### src/rtl/wb_write_arbiter.sv
// Writeback arbiter: sole driver of the register file write port. Merges in-order MEM/WB
// writes with mult/div results, buffering the latter in a small FIFO with kill bits.
module wb_write_arbiter #(
    parameter int unsigned DATA_WIDTH   = 32,
    parameter int unsigned ADDR_WIDTH   = 5,
    parameter int unsigned FIFO_DEPTH   = 2,
    parameter int unsigned STARVE_LIMIT = 4
) (
    input  logic                          clk,
    input  logic                          rst_n,
    input  logic                          WbValid,
    input  logic                          WbRegWrite,
    input  logic                          WbMemToReg,
    input  logic [DATA_WIDTH-1:0]         WbAluResult,
    input  logic [DATA_WIDTH-1:0]         WbMemData,
    input  logic [ADDR_WIDTH-1:0]         WbDestReg,
    input  logic                          MdValid,
    output logic                          MdReady,
    input  logic [ADDR_WIDTH-1:0]         MdDestReg,
    input  logic [DATA_WIDTH-1:0]         MdData,
    input  logic [ADDR_WIDTH-1:0]         QueryReg,
    output logic                          QueryHit,
    output logic                          StallReq,
    output logic                          RegWriteSignal,
    output logic [ADDR_WIDTH-1:0]         WriteReg,
    output logic [DATA_WIDTH-1:0]         WriteData,
    output logic [$clog2(FIFO_DEPTH):0]   PendingCount
);

    localparam int unsigned PTR_W = $clog2(FIFO_DEPTH);
    localparam int unsigned PW1   = PTR_W + 1;
    localparam int unsigned CNT_W = $clog2(STARVE_LIMIT + 1);
    localparam logic [PTR_W:0]   DEPTH_C = PW1'(FIFO_DEPTH);
    localparam logic [CNT_W-1:0] LIMIT_C = CNT_W'(STARVE_LIMIT);

    logic [ADDR_WIDTH-1:0] r_dest [FIFO_DEPTH];
    logic [DATA_WIDTH-1:0] r_data [FIFO_DEPTH];
    logic [FIFO_DEPTH-1:0] r_vld;
    logic [FIFO_DEPTH-1:0] r_kill;
    logic [PTR_W:0]        r_wptr;
    logic [PTR_W:0]        r_rptr;
    logic [CNT_W-1:0]      r_starve;
    logic                  r_stall;
    logic                  r_we;
    logic [ADDR_WIDTH-1:0] r_wreg;
    logic [DATA_WIDTH-1:0] r_wdata;

    logic [PTR_W:0]        w_count;
    logic                  w_empty;
    logic [PTR_W-1:0]      w_head_idx;
    logic [PTR_W-1:0]      w_wr_idx;
    logic                  w_head_kill;
    logic                  w_p;
    logic                  w_a;
    logic                  w_pop;
    logic                  w_head_wr;
    logic                  w_md_drop;
    logic                  w_bypass;
    logic                  w_push;
    logic                  w_issue;
    logic [ADDR_WIDTH-1:0] w_issue_reg;
    logic [DATA_WIDTH-1:0] w_issue_data;
    logic [FIFO_DEPTH-1:0] w_vld_d;
    logic [FIFO_DEPTH-1:0] w_kill_d;
    logic [CNT_W-1:0]      w_starve_d;
    logic                  w_hit;

    assign w_count    = r_wptr - r_rptr;
    assign w_empty    = (r_wptr == r_rptr);
    assign w_head_idx = r_rptr[PTR_W-1:0];
    assign w_wr_idx   = r_wptr[PTR_W-1:0];
    assign w_head_kill = r_kill[w_head_idx];

    // Ready depends only on flops (and reset), never on MdValid.
    assign MdReady = rst_n & (w_count < DEPTH_C);

    always_comb begin
        w_p       = WbValid & WbRegWrite & (WbDestReg != '0);
        w_a       = MdValid & MdReady;
        // A killed head drains regardless of P; it only occupies the slot when P is idle.
        w_pop     = ~w_empty & (w_head_kill | ~w_p);
        w_head_wr = ~w_empty & ~w_head_kill & ~w_p;
        w_md_drop = (MdDestReg == '0) | (w_p & (MdDestReg == WbDestReg));
        w_bypass  = w_a & ~w_md_drop & w_empty & ~w_p;
        w_push    = w_a & ~w_md_drop & ~w_bypass;
    end

    always_comb begin
        w_issue      = 1'b0;
        w_issue_reg  = r_wreg;
        w_issue_data = r_wdata;
        if (w_p) begin
            w_issue      = 1'b1;
            w_issue_reg  = WbDestReg;
            w_issue_data = WbMemToReg ? WbMemData : WbAluResult;
        end else if (w_head_wr) begin
            w_issue      = 1'b1;
            w_issue_reg  = r_dest[w_head_idx];
            w_issue_data = r_data[w_head_idx];
        end else if (w_bypass) begin
            w_issue      = 1'b1;
            w_issue_reg  = MdDestReg;
            w_issue_data = MdData;
        end
    end

    always_comb begin
        w_vld_d  = r_vld;
        w_kill_d = r_kill;
        for (int i = 0; i < FIFO_DEPTH; i++) begin
            if (w_p && r_vld[i] && (r_dest[i] == WbDestReg)) begin
                w_kill_d[i] = 1'b1;
            end
        end
        if (w_pop) begin
            w_vld_d[w_head_idx]  = 1'b0;
            w_kill_d[w_head_idx] = 1'b0;
        end
        if (w_push) begin
            w_vld_d[w_wr_idx]  = 1'b1;
            w_kill_d[w_wr_idx] = 1'b0;
        end
    end

    always_comb begin
        w_starve_d = r_starve;
        if (w_empty || w_pop) begin
            w_starve_d = '0;
        end else if (r_starve != LIMIT_C) begin
            w_starve_d = r_starve + CNT_W'(1);
        end
    end

    always_comb begin
        w_hit = 1'b0;
        for (int i = 0; i < FIFO_DEPTH; i++) begin
            if (r_vld[i] && !r_kill[i] && (r_dest[i] == QueryReg)) begin
                w_hit = 1'b1;
            end
        end
        if (w_a && (MdDestReg == QueryReg)) begin
            w_hit = 1'b1;
        end
    end

    assign QueryHit = w_hit & (QueryReg != '0);

    always_ff @(posedge clk) begin
        if (!rst_n) begin
            r_we     <= 1'b0;
            r_wreg   <= '0;
            r_wdata  <= '0;
            r_wptr   <= '0;
            r_rptr   <= '0;
            r_vld    <= '0;
            r_kill   <= '0;
            r_starve <= '0;
            r_stall  <= 1'b0;
        end else begin
            r_we <= w_issue;
            if (w_issue) begin
                r_wreg  <= w_issue_reg;
                r_wdata <= w_issue_data;
            end
            if (w_push) begin
                r_wptr <= r_wptr + PW1'(1);
            end
            if (w_pop) begin
                r_rptr <= r_rptr + PW1'(1);
            end
            r_vld    <= w_vld_d;
            r_kill   <= w_kill_d;
            r_starve <= w_starve_d;
            r_stall  <= (w_starve_d >= LIMIT_C);
        end
    end

    // Payload storage needs no reset; r_vld gates every use.
    always_ff @(posedge clk) begin
        if (w_push) begin
            r_dest[w_wr_idx] <= MdDestReg;
            r_data[w_wr_idx] <= MdData;
        end
    end

    assign RegWriteSignal = r_we;
    assign WriteReg       = r_wreg;
    assign WriteData      = r_wdata;
    assign StallReq       = r_stall;
    assign PendingCount   = w_count;

endmodule

### config.mk
export PLATFORM = sky130hd
export DESIGN_NAME = wb_write_arbiter
export DESIGN_NICKNAME = d
export VERILOG_FILES = /design/src/rtl/wb_write_arbiter.sv
export SDC_FILE = /design/constraint.sdc
export NUM_CORES = 1
export LEC_CHECK = 0
export ABC_AREA = 1
export CAP_MARGIN = 10
export CORE_UTILIZATION = 50
export DETAILED_ROUTE_END_ITERATION = 8
export GPL_TIMING_DRIVEN = 0
export HOLD_SLACK_MARGIN = 0.1
export PLACE_DENSITY = 0.81
export SYNTH_ARGS = -nofsm -noshare
export SYNTH_HDL_FRONTEND = slang
export SYNTH_SLANG_ARGS = --single-unit
### constraint.sdc
create_clock -name clk -period 3.9 [get_ports clk]
set_clock_uncertainty 0.05 [all_clocks]
set_input_delay 0.39 -clock clk [delete_from_list [all_inputs] [get_ports clk]]
set_output_delay 0.39 -clock clk [all_outputs]
set_load 0.03 [all_outputs]
# Word-level counts from Yosys, hierarchy flattened
# Memories as Yosys holds them, arrays and structs flattened. A register that Yosys moved wholly into a read port is not among the register bits.
# Index checks and enable logic that the tools add are counted.
[totals]
regBits = 50
ramBits = 74
word_cells = 107
mem_count = 2
[memory_table]
columns = ["memory", "depth", "word_bits", "rd", "rd_ports_with_merged_regs", "wr", "line", "text"]
rows = [
  ["r_data", 2, 32, 1, 1, 1, "37", "logic [DATA_WIDTH-1:0] r_data [FIFO_DEPTH];"],
  ["r_dest", 2, 5, 3, 1, 1, "36", "logic [ADDR_WIDTH-1:0] r_dest [FIFO_DEPTH];"],
]
[classes]
add_sub_neg = 4
order_cmp = 6
n_eq_ne = 8
n_mux = 33
bitwise = 26
reduce_logical = 19
[op_table]
columns = ["op", "count"]
rows = [
  ["2-to-1 mux 32 bit", 4],
  ["== test 5 bit", 6],
  ["2-to-1 mux 1 bit", 18],
  ["2-to-1 mux 5 bit", 3],
  ["AND 1 bit", 13],
  ["logical AND 1 bit", 11],
  ["nonzero test 5 bit", 2],
  ["2-to-1 mux 2 bit", 4],
  ["AND 2 bit", 3],
  ["2-to-1 mux 3 bit", 2],
  ["zero test 5 bit", 1],
  ["NOT 1 bit", 5],
  ["adder 2 x 1 -> 2 bit (second input constant)", 2],
  ["< comparator 1 x 2 -> 1 bit (second input constant)", 2],
  ["NOT 2 bit", 2],
  ["adder 3 x 1 -> 3 bit (second input constant)", 1],
  ["greater-or-equal comparator 3 bit (second input constant)", 1],
  ["!= test 3 bit (second input constant)", 1],
  ["nonzero test 3 bit", 1],
  ["demux 1 bit (select 1 bit)", 2],
  ["== test 2 bit", 1],
  ["greater-or-equal comparator 1 bit (second input constant)", 2],
  ["zero test 1 bit", 2],
  ["< comparator 2 bit (second input constant)", 1],
  ["other kinds (5)", 6],
]

# Logic depth before layout (Yosys ltp)
[logic_depth]
word_depth = 12
ltp_mapped = 13
mapped_depth_nobuf = 12

# Least setup slack after synthesis
# OpenSTA, ideal clock, no wires.
[synth_path]
path_kind = "register to register"
from = "register r_wptr[0]"
to = "memory r_data[0][0] (enable)"
setup_ps = 433
t_arrival_ps = 2685
required_time_ps = 3417
slack_ps = 732
path_stages_with_launch = 10
path_buffers = 0
period_less_slack_ps = 3168
cell_sequence = "dfxtp_1 -> inv_1 -> ha_1 -> inv_1 -> nand3_1 -> nand2_2 -> nand3_4 -> nor2_4 -> nand3_1 -> nor2_1"
[synth_via]
elab_chain_len = 11
[synth_rtl]
columns = ["element", "line", "text"]
rows = [
  ["from (decl)", "40", "logic [PTR_W:0] r_wptr;"],
  ["from (signal assigned)", "166", "r_wptr <= r_wptr + PW1'(1);"],
  ["subtractor 2 bit", "68", "assign w_count = r_wptr - r_rptr;"],
  ["< comparator 2 bit", "75", "assign MdReady = rst_n & (w_count < DEPTH_C);"],
  ["AND 1 bit", "75", ""],
  ["AND 1 bit", "79", "w_a = MdValid & MdReady;"],
  ["AND 1 bit", "84, 85", ""],
  ["AND 1 bit (2 in series)", "84", "w_bypass = w_a & ~w_md_drop & w_empty & ~w_p;"],
  ["NOT 1 bit", "85", "w_push = w_a & ~w_md_drop & ~w_bypass;"],
  ["AND 1 bit", "85", ""],
  ["2-to-1 mux 1 bit", "180", "if (w_push) begin"],
  ["2-to-1 mux 1 bit (not written as such)", "182", "r_data[w_wr_idx] <= MdData;"],
  ["to (decl)", "37", ""],
]
# Several ways; a longest one is shown, not always the timed one.

# Worst setup path in the final report
[layout_path]
from = "register r_wptr[0]"
to = "output port QueryHit"
[layout_via]
elab_chain_len = 7
[layout_rtl]
columns = ["element", "line", "text"]
rows = [
  ["subtractor 2 bit", "68", ""],
  ["< comparator 2 bit", "75", ""],
  ["AND 1 bit", "75", ""],
  ["AND 1 bit", "79", ""],
  ["logical AND 1 bit", "141", "if (w_a && (MdDestReg == QueryReg)) begin"],
  ["2-to-1 mux 1 bit", "141", ""],
  ["AND 1 bit", "146", "assign QueryHit = w_hit & (QueryReg != '0);"],
  ["to (decl)", "22", "output logic QueryHit,"],
]
# Every way passes these cells.

==> results.yml <==
place:
  pre_cts_ws_ns: 0.914
  place_hpwl_mm: 12.4
  place.gp.congestion: 0.937
  dp.cells: 1082
  numPortBuffers: 155
  placed_cell_area_mm2: 0.00818
routing:
  ant_nets: 0
  avgViaCountPerCell: 5.23
  wire_per_inst_um: 15.7
  vias: 5825
  route.detailed.drc: 0
  first_pass_iters: 5
  wirelength_mm: 17.5
  first_iter_violations: 421
pwr:
  power_density_mw_per_mm2: 659
  p_sw_frac: 0.363
  p_clk_frac: 0.308
  combPwrFrac: 0.392
  peakVddDrop_uv: 396
  pwr-share-seq: 0.300
  p_total_mw: 5.83
  intPower_mw: 3.72
  p_sw_mw: 2.12
  p_leak_nw: 3.70
critical_path:
  reg2reg_from: "r_wptr[0]$_SDFFE_PN0N_"
  path_delay_family: "buffers and inverters"
  critical_path_buf_inv_count: 3
  end_kind: "primary output"
  r2r-end: "r_data[1][18]$_DFFE_PP_"
  worstPathArrival_ns: 2.48
  path_cells: "inv_1 -> ha_1 -> inv_1 -> nand3_1 -> nand2_2 -> nand3_4 -> nor4_1 -> nor2_1 -> nor2_1 -> clkdlybuf4s50_1"
  r2r_slack_ns: 1.33
  critPathMaxFanout: 4
  critPathMaxStageDelay_ns: 0.67
  ff2ff_path_depth: 9
  critPathLaunchType: "flop"
  crit_type: "flop to primary output"
  required_ns: 3.46
  worst-path-stages: 10
  critPathSlowestCell: "clkdlybuf4s50_1"
timing:
  rsz0062_at_grt: "false"
  fmax_ghz: 0.343
  slew_violations: 0
  setup_violations: 0
  worst_pin_slew_ns: 0.913
  hold_ws_ns: 0.251
  timing.final.crit_share: 0.748
  fin_ws_ns: 0.981
  tns_ns: 0
  hold_viol: 0
  relSlewSlack: 0.391
  min_period_ns: 2.92
logic_synthesis:
  synth_ff_type: "edfxtp_1"
  syn_inst: 758
  synth_area_mm2: 0.00639
  ys_ff_latch: 124
  syn_nets: 878
  synth_area_per_cell_um2: 8.43
  ys_seq_area_frac: 0.504
  synth-edff-count: 74
  yosys.cell_types.count: 38
  synthArstFlopShare: 0
  ys_warn_count: 0
floorplan:
  core-area_mm2: 0.0122
  die_area_mm2: 0.0132
  start_util: 0.523
  die_x_um: 115
  chipHeight_um: 115
  rows: 40
  pin_count: 160
cts:
  cts_buffers: 17
  root_buffer: "clkbuf_16"
  clk_path_buf_depth: 2
  clkSinkCount: 124
  cts_setup_buffers: 0
  clk_latency_ns: 0.41
  clk_pin_slew_ns: 0.05
  h-tree-depth: 4
  cts_tree: "yes"
  post_cts_resized: 0
  cts_hold_buf: 0
run_status:
  outcome: "complete, no violations"
worst_hold_path:
  hold_class: "primary input to flop"
  hold_path_end: "r_rptr[1]$_SDFFE_PN0N_"
  min_from: "rst_n"
  holdPathStages: 3
final_layout:
  final_common_cell: "nand2_1"
  final_cell_mix: "nand2_1 (224), clkdlybuf4s50_1 (155), nor2_1 (114), edfxtp_1 (74), dfxtp_1 (50)"
  drive_above_1_share: 0.101
  final_cell_area_mm2: 0.00885
  syn_to_final_growth_pct: 38.5
  fin_nets: 1053
  layoutNonFillerInstCount: 1113
  n_antenna_cell: 0
  final_core_util: 0.725
global_route:
  grt_first_pass_wirelength_mm: 27.4
  gr-total-overflow: 0
  antenna_found_initial: 0
  grt_pass1_vias: 5441
  track_usage: 0.274
  grt_max_degree: 39
job:
  maxCapViolations: 0
==> worst max path at each step <==
| stage | slack (ns) | end | startpoint |
|---|---|---|---|
| after floorplan | 0.73 | r_data[0][0]$_DFFE_PP_ | r_wptr[0]$_SDFFE_PN0N_ |
| after global placement | -0.79 | r_data[0][5]$_DFFE_PP_ | WbDestReg[2] |
| after detailed placement | 0.91 | r_data[1][5]$_DFFE_PP_ | WbDestReg[2] |
| after CTS | 0.98 | QueryHit | r_wptr[0]$_SDFFE_PN0N_ |
| after global routing | 0.82 | QueryHit | r_wptr[0]$_SDFFE_PN0N_ |
| final | 0.98 | QueryHit | r_wptr[0]$_SDFFE_PN0N_ |
==> routing by layer <==
layer  up-vias  share of wire  wire (µm)  track usage
li1       2861              -          -            -
met1      2642           0.42       7270        0.351
met2       289           0.47       8230        0.453
met3        33          0.088       1540       0.0532
met4         0          0.026        457        0.122
met5         -              0          0            0
==> sequential cells by signal (all words and copies together), names as in the netlist, named ones only <==
register and count:
WriteData 32, r_dest 10, r_wptr 2, RegWriteSignal 1, r_data 64, r_vld 2
r_starve 3, WriteReg 5, r_rptr 2, r_kill 2
==> final cells by class <==
class / instances / area (µm²)
plain buffers: 43 / 277
clock buffers: 18 / 429
clock inverters: 13 / 240
fillers: 950 / 3360
inverters: 40 / 150
multi-input cells: 551 / 2750
flip-flops and latches: 124 / 3220
well taps: 168 / 210
repair buffers: 156 / 1570
==> worst reg2reg max path, stage by stage (launching register included) <==
cell and delay (ns):
dfxtp_1 0.41, inv_1 0.10, ha_1 0.22, inv_1 0.05
nand3_1 0.08, nand2_2 0.09, nand3_4 0.10, nor2_4 0.12
nand4_1 0.21, inv_2 0.74
==> Yosys cell counts (3+ instances only) <==
library cell    n  share of area
clkbuf_1       11         0.0065
or2_2           3         0.0029
nor2_1        115          0.068
mux2_2         10          0.018
edfxtp_1       74           0.35
buf_4           7         0.0082
ha_1            3         0.0059
o21ai_0        29          0.023
buf_6           4         0.0070
nand3_1        25          0.020
buf_8           3         0.0070
nand3b_1       27          0.032
mux2i_1        22          0.034
a21oi_1        39          0.031
nand2_2         5         0.0049
xnor2_1         5         0.0069
inv_1          35          0.021
nor3_1          4         0.0031
xor2_1          9          0.012
o22ai_1        12          0.012
buf_2          17          0.013
dfxtp_1        50           0.16
nand2_1       224           0.13
inv_2           5         0.0029
nand3_2         3         0.0047
==> power groups by stage <==
stage / sequential, mW / clock [mW] / combinational, mW
CTS: 1.75 / 1.79 / 2.27
floorplan: 2.04 / 0 / 1.14
global route: 1.77 / 1.85 / 2.48
finish: 1.75 / 1.79 / 2.29
detailed placement: 1.77 / 0 / 2.24
global placement: 1.77 / 0 / 2.20
==> logic make-up after synthesis <==
group / share of synthesized area
flip-flops: 0.504
XOR/XNOR: 0.0192
AND/OR/NAND/NOR: 0.277
adder cells (fa/ha/maj): 0.00587
AO/OA/AOI/OAI: 0.0750
buffers and inverters: 0.0667
multiplexers: 0.0521
Note: power is estimated with default switching activity, not from simulation.
